--- config.mk ---
export PLATFORM = sky130hd
export DESIGN_NAME = axil_cfg_slave_flat
export DESIGN_NICKNAME = d
export VERILOG_FILES = /design/src/rtl/axil_cfg_slave_if.sv /design/src/rtl/axil_cfg_slave.sv /design/src/flat_wrapper.sv
export SDC_FILE = /design/constraint.sdc
export NUM_CORES = 1
export LEC_CHECK = 0
export ABC_AREA = 1
export CAP_MARGIN = 20
export CORE_ASPECT_RATIO = 0.75
export CORE_MARGIN = 2
export CORE_UTILIZATION = 35
export CTS_BUF_LIST = sky130_fd_sc_hd__clkbuf_4
export DETAILED_ROUTE_END_ITERATION = 7
export PLACE_DENSITY = 0.72
export RECOVER_POWER = 50
export REMOVE_ABC_BUFFERS = 1
export SYNTH_ARGS = -nofsm -noshare
export SYNTH_HDL_FRONTEND = slang
export SYNTH_SLANG_ARGS = --single-unit
export TNS_END_PERCENT = 30
--- constraint.sdc ---
create_clock -name axi_clk -period 3.15 [get_ports axi_clk]
set_clock_uncertainty 0.2 [all_clocks]
set_input_delay 0.63 -clock axi_clk [delete_from_list [all_inputs] [get_ports axi_clk]]
set_output_delay 0.63 -clock axi_clk [all_outputs]
set_load 0.01 [all_outputs]
--- src/rtl/axil_cfg_slave_if.sv ---
// AXI-Lite (no B channel) bus bundle between the config controller and a register target.
// The master drives the valids, addresses, write data and rready; the slave drives the readies, rvalid and rdata.
interface axil_cfg_slave_if #(
  parameter int pADDR_WIDTH = 15,
  parameter int pDATA_WIDTH = 32
);
  logic                       axi_awvalid;
  logic [pADDR_WIDTH-1:0]     axi_awaddr;
  logic                       axi_awready;
  logic                       axi_wvalid;
  logic [pDATA_WIDTH-1:0]     axi_wdata;
  logic [pDATA_WIDTH/8-1:0]   axi_wstrb;
  logic                       axi_wready;
  logic                       axi_arvalid;
  logic [pADDR_WIDTH-1:0]     axi_araddr;
  logic                       axi_arready;
  logic                       axi_rvalid;
  logic [pDATA_WIDTH-1:0]     axi_rdata;
  logic                       axi_rready;

  modport master (
    output axi_awvalid, axi_awaddr, axi_wvalid, axi_wdata, axi_wstrb,
    output axi_arvalid, axi_araddr, axi_rready,
    input  axi_awready, axi_wready, axi_arready, axi_rvalid, axi_rdata
  );

  modport slave (
    input  axi_awvalid, axi_awaddr, axi_wvalid, axi_wdata, axi_wstrb,
    input  axi_arvalid, axi_araddr, axi_rready,
    output axi_awready, axi_wready, axi_arready, axi_rvalid, axi_rdata
  );
endinterface

--- src/rtl/axil_cfg_slave.sv ---
// AXI-Lite config register target (CTRL, STATUS, SCRATCH, WR_CNT). Writes are acked one cycle after aw+w valid and commit on the following edge.
// Reads return data two cycles after arvalid; rdata is held until rready. Writes and reads run concurrently and independently.
module axil_cfg_slave #(
  parameter int pADDR_WIDTH = 15,
  parameter int pDATA_WIDTH = 32
) (
  input  logic                   axi_clk,
  input  logic                   axi_reset_n,
  input  logic                   cc_enable,
  axil_cfg_slave_if.slave        axi,
  input  logic [pDATA_WIDTH-1:0] sts_in,
  output logic [pDATA_WIDTH-1:0] cfg_ctrl,
  output logic                   cfg_wr_pulse
);
  localparam int STRB_W = pDATA_WIDTH / 8;
  localparam logic [9:0] OFS_CTRL    = 10'd0;
  localparam logic [9:0] OFS_STATUS  = 10'd1;
  localparam logic [9:0] OFS_SCRATCH = 10'd2;
  localparam logic [9:0] OFS_WR_CNT  = 10'd3;

  typedef enum logic {W_IDLE, W_ACK} w_state_t;
  typedef enum logic [1:0] {R_IDLE, R_ADDR, R_DATA} r_state_t;

  w_state_t               w_state, w_next;
  r_state_t               r_state, r_next;
  logic [pDATA_WIDTH-1:0] ctrl_q, scratch_q, rdata_q, rd_mux;
  logic [15:0]            wr_cnt_q;
  logic [9:0]             w_idx, r_idx;
  logic                   unused_addr_bits;

  // Only word offsets within the 4 KB window decode; upper and byte-offset bits alias.
  assign w_idx = axi.axi_awaddr[11:2];
  assign r_idx = axi.axi_araddr[11:2];
  assign unused_addr_bits = ^{axi.axi_awaddr[pADDR_WIDTH-1:12], axi.axi_awaddr[1:0],
                              axi.axi_araddr[pADDR_WIDTH-1:12], axi.axi_araddr[1:0]};

  assign axi.axi_awready = (w_state == W_ACK);
  assign axi.axi_wready  = (w_state == W_ACK);
  assign axi.axi_arready = (r_state == R_ADDR);
  assign axi.axi_rvalid  = (r_state == R_DATA);
  assign axi.axi_rdata   = rdata_q;
  assign cfg_ctrl        = ctrl_q;

  always_ff @(posedge axi_clk or negedge axi_reset_n) begin
    if (!axi_reset_n) begin
      w_state <= W_IDLE;
      r_state <= R_IDLE;
    end else begin
      w_state <= w_next;
      r_state <= r_next;
    end
  end

  always_comb begin
    w_next = w_state;
    case (w_state)
      W_IDLE:  if (cc_enable && axi.axi_awvalid && axi.axi_wvalid) w_next = W_ACK;
      W_ACK:   w_next = W_IDLE;
      default: w_next = W_IDLE;
    endcase
  end

  always_comb begin
    r_next = r_state;
    case (r_state)
      R_IDLE:  if (cc_enable && axi.axi_arvalid) r_next = R_ADDR;
      R_ADDR:  r_next = R_DATA;
      R_DATA:  if (axi.axi_rready) r_next = R_IDLE;
      default: r_next = R_IDLE;
    endcase
  end

  // Write commit happens on the edge that ends W_ACK, with the master still holding addr/data.
  always_ff @(posedge axi_clk or negedge axi_reset_n) begin
    if (!axi_reset_n) begin
      ctrl_q       <= '0;
      scratch_q    <= '0;
      wr_cnt_q     <= '0;
      cfg_wr_pulse <= 1'b0;
    end else begin
      cfg_wr_pulse <= 1'b0;
      if (w_state == W_ACK) begin
        for (int i = 0; i < STRB_W; i++) begin
          if (axi.axi_wstrb[i]) begin
            if (w_idx == OFS_CTRL)    ctrl_q[8*i +: 8]    <= axi.axi_wdata[8*i +: 8];
            if (w_idx == OFS_SCRATCH) scratch_q[8*i +: 8] <= axi.axi_wdata[8*i +: 8];
          end
        end
        cfg_wr_pulse <= (w_idx == OFS_CTRL);
        wr_cnt_q     <= (w_idx == OFS_WR_CNT) ? 16'd0 : wr_cnt_q + 16'd1;
      end
    end
  end

  always_comb begin
    rd_mux = '0;
    case (r_idx)
      OFS_CTRL:    rd_mux = ctrl_q;
      OFS_STATUS:  rd_mux = sts_in;
      OFS_SCRATCH: rd_mux = scratch_q;
      OFS_WR_CNT:  rd_mux = {{(pDATA_WIDTH-16){1'b0}}, wr_cnt_q};
      default:     rd_mux = '0;
    endcase
  end

  // Captured from pre-commit register values, so a same-edge write is not visible to this read.
  always_ff @(posedge axi_clk or negedge axi_reset_n) begin
    if (!axi_reset_n) begin
      rdata_q <= '0;
    end else if (r_state == R_ADDR) begin
      rdata_q <= rd_mux;
    end else if (r_state == R_DATA && axi.axi_rready) begin
      rdata_q <= '0;
    end
  end
endmodule

--- src/flat_wrapper.sv ---
// flat-port wrapper written by rule: the top's interface ports become plain ports
module axil_cfg_slave_flat 
#(
  parameter int pADDR_WIDTH = 15,
  parameter int pDATA_WIDTH = 32
)
  (axi_clk, axi_reset_n, cc_enable, sts_in, cfg_ctrl, cfg_wr_pulse, axi_axi_awvalid, axi_axi_awaddr, axi_axi_wvalid, axi_axi_wdata, axi_axi_wstrb, axi_axi_arvalid, axi_axi_araddr, axi_axi_rready, axi_axi_awready, axi_axi_wready, axi_axi_arready, axi_axi_rvalid, axi_axi_rdata);
  axil_cfg_slave_if #(.pADDR_WIDTH(pADDR_WIDTH), .pDATA_WIDTH(pDATA_WIDTH)) axi_i ();
  input  logic axi_clk;
  input  logic axi_reset_n;
  input  logic cc_enable;
  input  logic [pDATA_WIDTH-1:0] sts_in;
  output logic [pDATA_WIDTH-1:0] cfg_ctrl;
  output logic cfg_wr_pulse;
  input wire logic [$bits(axi_i.axi_awvalid)-1:0] axi_axi_awvalid;
  input wire logic [$bits(axi_i.axi_awaddr)-1:0] axi_axi_awaddr;
  input wire logic [$bits(axi_i.axi_wvalid)-1:0] axi_axi_wvalid;
  input wire logic [$bits(axi_i.axi_wdata)-1:0] axi_axi_wdata;
  input wire logic [$bits(axi_i.axi_wstrb)-1:0] axi_axi_wstrb;
  input wire logic [$bits(axi_i.axi_arvalid)-1:0] axi_axi_arvalid;
  input wire logic [$bits(axi_i.axi_araddr)-1:0] axi_axi_araddr;
  input wire logic [$bits(axi_i.axi_rready)-1:0] axi_axi_rready;
  output wire logic [$bits(axi_i.axi_awready)-1:0] axi_axi_awready;
  output wire logic [$bits(axi_i.axi_wready)-1:0] axi_axi_wready;
  output wire logic [$bits(axi_i.axi_arready)-1:0] axi_axi_arready;
  output wire logic [$bits(axi_i.axi_rvalid)-1:0] axi_axi_rvalid;
  output wire logic [$bits(axi_i.axi_rdata)-1:0] axi_axi_rdata;
  assign axi_i.axi_awvalid = axi_axi_awvalid;
  assign axi_i.axi_awaddr = axi_axi_awaddr;
  assign axi_i.axi_wvalid = axi_axi_wvalid;
  assign axi_i.axi_wdata = axi_axi_wdata;
  assign axi_i.axi_wstrb = axi_axi_wstrb;
  assign axi_i.axi_arvalid = axi_axi_arvalid;
  assign axi_i.axi_araddr = axi_axi_araddr;
  assign axi_i.axi_rready = axi_axi_rready;
  assign axi_axi_awready = axi_i.axi_awready;
  assign axi_axi_wready = axi_i.axi_wready;
  assign axi_axi_arready = axi_i.axi_arready;
  assign axi_axi_rvalid = axi_i.axi_rvalid;
  assign axi_axi_rdata = axi_i.axi_rdata;
  axil_cfg_slave #(.pADDR_WIDTH(pADDR_WIDTH), .pDATA_WIDTH(pDATA_WIDTH)) u_core (.axi_clk(axi_clk), .axi_reset_n(axi_reset_n), .cc_enable(cc_enable), .axi(axi_i), .sts_in(sts_in), .cfg_ctrl(cfg_ctrl), .cfg_wr_pulse(cfg_wr_pulse));
endmodule
==> results.md <==
Setup path:
- In this design, the largest share of critical-path delay is due to simple AND/OR/NAND/NOR gates.
- The data required time at the worst endpoint is 3.34 ns.
- Walking the worst path, the cells encountered are dlygate4sd3_1 > or2_0 > nor3_4 > clkbuf_1 > nand3_2 > nand2_1 > o21ai_2.
- STA classifies the critical path startpoint as a primary input.
- The element type at the critical path end is a flop.
- The worst setup path is of the primary input to flop kind.
- The arrival time of data at the critical path endpoint is 2.99 ns.
- On the worst path, the slowest cell contributes a delay of 0.57 ns.
- The largest fanout on the critical path is 16.
- The number of buffers and inverters on the critical path is 2.
- The slowest cell on the critical path is sky130_fd_sc_hd__clkbuf_1.

Floorplanning:
- The floorplan has 40 rows.
- The starting utilization of the core area is 35.9%.
- The core region is 0.0161 mm².
- The horizontal die dimension is 153 µm.
- The die is 115 µm tall.
- The total I/O pin count is 174.
- The floorplan step defined a die boundary enclosing 0.0176 mm².

Drt:
- The sum of routed wire length over all layers is 16000 µm.
- Using the TritonRoute via totals, the vias-per-cell ratio works out to 4.83.
- For this run, the detailed router's first-pass iteration total came to 5.
- The residual DRC count is 0.
- The total number of vias is 5343.
- Once detail routing completed, the nets flagged for antenna violations numbered 0.
- Dividing the detail-routed wire length by the instance count gives 14.5 µm.
- The violation count after the first detailed-routing iteration is 308.

Synth:
- Of the synthesized area, sequential elements account for 50.1%.
- The prevailing post-synth register cell is sky130_fd_sc_hd__dfrtp_1.
- The number of enable-type register cells in the synthesized netlist is 0.
- During synthesis, Yosys emitted a total of 0 warnings.
- The flip-flop and latch count after synthesis is 116.
- In the synthesized netlist the async set-or-reset flop fraction comes to 100%.
- The number of distinct library cell variants in the gate-level netlist after synthesis is 26.
- The post-synthesis instance area is 0.00579 mm².
- The cell count after synthesis came out at 726.
- The post-synthesis area per instance is 7.98 µm².

Timing:
- Headroom to the max-slew limit came out at 34.0%.
- The max-slew violation total from the final report is 0.
- Setup repair after global routing left no endpoint under its margin.
- The final cycle utilization of the critical path is 88.6%.
- The worst setup margin is 0.359 ns.
- The actual slew at the worst max-slew pin is 0.990 ns.
- The clock period could shrink to 2.79 ns.
- The highest clock rate is 358 MHz.
- Setup violations remaining at the end of the flow were counted as 0.
- The total count of hold-check failures in the final report came to 0.
- The summed negative setup slack over all endpoints is 0 ns.

Cells and area:
- The number of nets in the final layout is 990.
- The library cell used most frequently in the layout, excluding fill and tap cells, is sky130_fd_sc_hd__nand2_1.
- In the layout the commonest cells are sky130_fd_sc_hd__nand2_1 (216), sky130_fd_sc_hd__clkdlybuf4s50_1 (159), sky130_fd_sc_hd__nand3_1 (139).
- From synthesis to final layout, the design area changed by 36.7%.
- The post-layout utilization of the core is 49.1%.
- The total inserted antenna cells is 0.
- Counting the fill cells in the layout gives 1583.
- With fillers left out, the area of the finished cells amounts to 0.00792 mm².
- Cells with a size suffix above 1 make up 9.92% of the layout.
- Summing all flip-flop and latch instances after layout gives 0.00290 mm².
- The area occupied by multi-input gates is 0.00247 mm².

Job:
- The tool flagged a number of max-cap violations equal to 0.

Clock network:
- The clock-pin slew on the worst setup and hold paths is 0.11 ns.
- TritonCTS built the clock tree.
- The master cell of the clock root buffer is sky130_fd_sc_hd__clkbuf_4.
- In this run, CTS created clock tree buffers numbering 17.
- Gates resized during post-CTS repair numbered 0.
- The latest clock arrival within the worst-skew pair is 0.50 ns.
- The H-tree was split into 4 levels.
- The longest clock path from root to sink contains 2 buffers.
- The clock net sink count is 116.

Place:
- At the end of routability-driven placement, the weighted congestion stood at 0.827.
- The placed instances occupy a cell area of 0.00765 mm².
- The number of input and output port buffers inserted is 163.
- Prior to clock tree synthesis, the placed netlist has a worst setup slack of 0.359 ns.
- The HPWL after detailed placement is 11000 µm.

Global routing:
- The maximum number of pins on one net before global-route repair is 53.
- The total global-route track usage is 19.1%.
- The via count of the first global-routing pass is 5168.
- The number of antenna violations at the first check in global routing is 2.
- The first-pass GRT wire length is 26900 µm.
- The remaining global-route overflow is 0.

Power and ir drop:
- The maximum VDD drop is 0.174 mV.
- The power consumption is 2.98 mW.
- Dividing total power by cell area gives a power density of 377 mW/mm².
- Summed over all cells, the static leakage comes to 3.81 nW.

Status:
- The run finished with clean final reports.

Hold path:
- The type of the most critical hold path is flop to flop.
-- logic make-up after synthesis --
| family | Yosys count | synth area share [%] |
|---|---|---|
| buffers and inverters | 100 | 7.84 |
| adders and majority gates | 1 | 0.216 |
| DFF | 116 | 50.1 |
| and+or+nand+nor | 416 | 31.7 |
| AOI/OAI and AO/OA | 93 | 10.1 |
-- where the power goes --
| group | internal [mW] | total, mW | switching, mW |
|---|---|---|---|
| logic | 0.160 | 0.339 | 0.179 |
| registers | 1.52 | 1.56 | 0.0443 |
| clock network | 0.485 | 1.08 | 0.595 |
-- flip-flops by register name, summed over array words and instances (netlist names) --
| name | count |
|---|---|
| u_core.axi.axi_awready | 1 |
| u_core.axi.axi_rdata | 32 |
| u_core.cfg_ctrl | 32 |
| u_core.cfg_wr_pulse | 1 |
| u_core.r_state | 2 |
| u_core.scratch_q | 32 |
| u_core.wr_cnt_q | 16 |
-- layer usage --
metal  wire length [µm]  track usage [%]
met5                 11                0
met4                136             5.25
met3               1310             5.54
met2               6490             27.2
met1               8060             28.4
-- per-stage QoR --
stage,hold WS (ns),std cells
finish,0.245,1107
global route,0.277,1107
CTS,0.251,1107
detailed placement,0.229,1074
global placement,0.224,1074
floorplan,0.134,687
-- Yosys cell counts (all sizes together) (2+ instances only) --
| cell | count | area [µm²] |
|---|---|---|
| buf | 21 | 158 |
| clkbuf | 18 | 67.6 |
| a21oi | 5 | 25.0 |
| nor2 | 39 | 146 |
| nor3 | 7 | 46.3 |
| dfrtp | 116 | 2900 |
| inv | 61 | 229 |
| o21ai | 86 | 543 |
| or2 | 2 | 15.0 |
| nand2 | 216 | 811 |
| nand4 | 2 | 12.5 |
| nand3 | 147 | 783 |
-- path summary, 6_finish.rpt --
kind,from,end,cells past startpoint,slack (ns)
max in group asynchronous,axi_reset_n,u_core.scratch_q[31],3,0.82
max,axi_axi_awaddr[11],u_core.scratch_q[26],7,0.36
min reg2reg,u_core.r_state[0],u_core.r_state[0],1,0.24
min in group asynchronous,axi_reset_n,u_core.axi.axi_rdata[13],2,0.61
max reg2reg,u_core.axi.axi_awready,u_core.scratch_q[26],6,0.50
min,u_core.r_state[0],u_core.r_state[0],1,0.24
-- final cells by class --
| type | count | area share, % |
|---|---|---|
| tap | 210 | 3.32 |
| multi-input combinational | 510 | 31.2 |
| timing repair buffer | 178 | 22.5 |
| clock buffer | 19 | 1.80 |
| clock inverter | 13 | 1.72 |
| inverter | 61 | 2.89 |
| sequential | 116 | 36.7 |
-- what timing repair did --
item / in CTS / in global routing
hold endpoints to repair: 35 / 0
setup buffers: 0 / 0
hold buffers: 1 / 0
No activity file was read; power rests on OpenSTA's default activity.
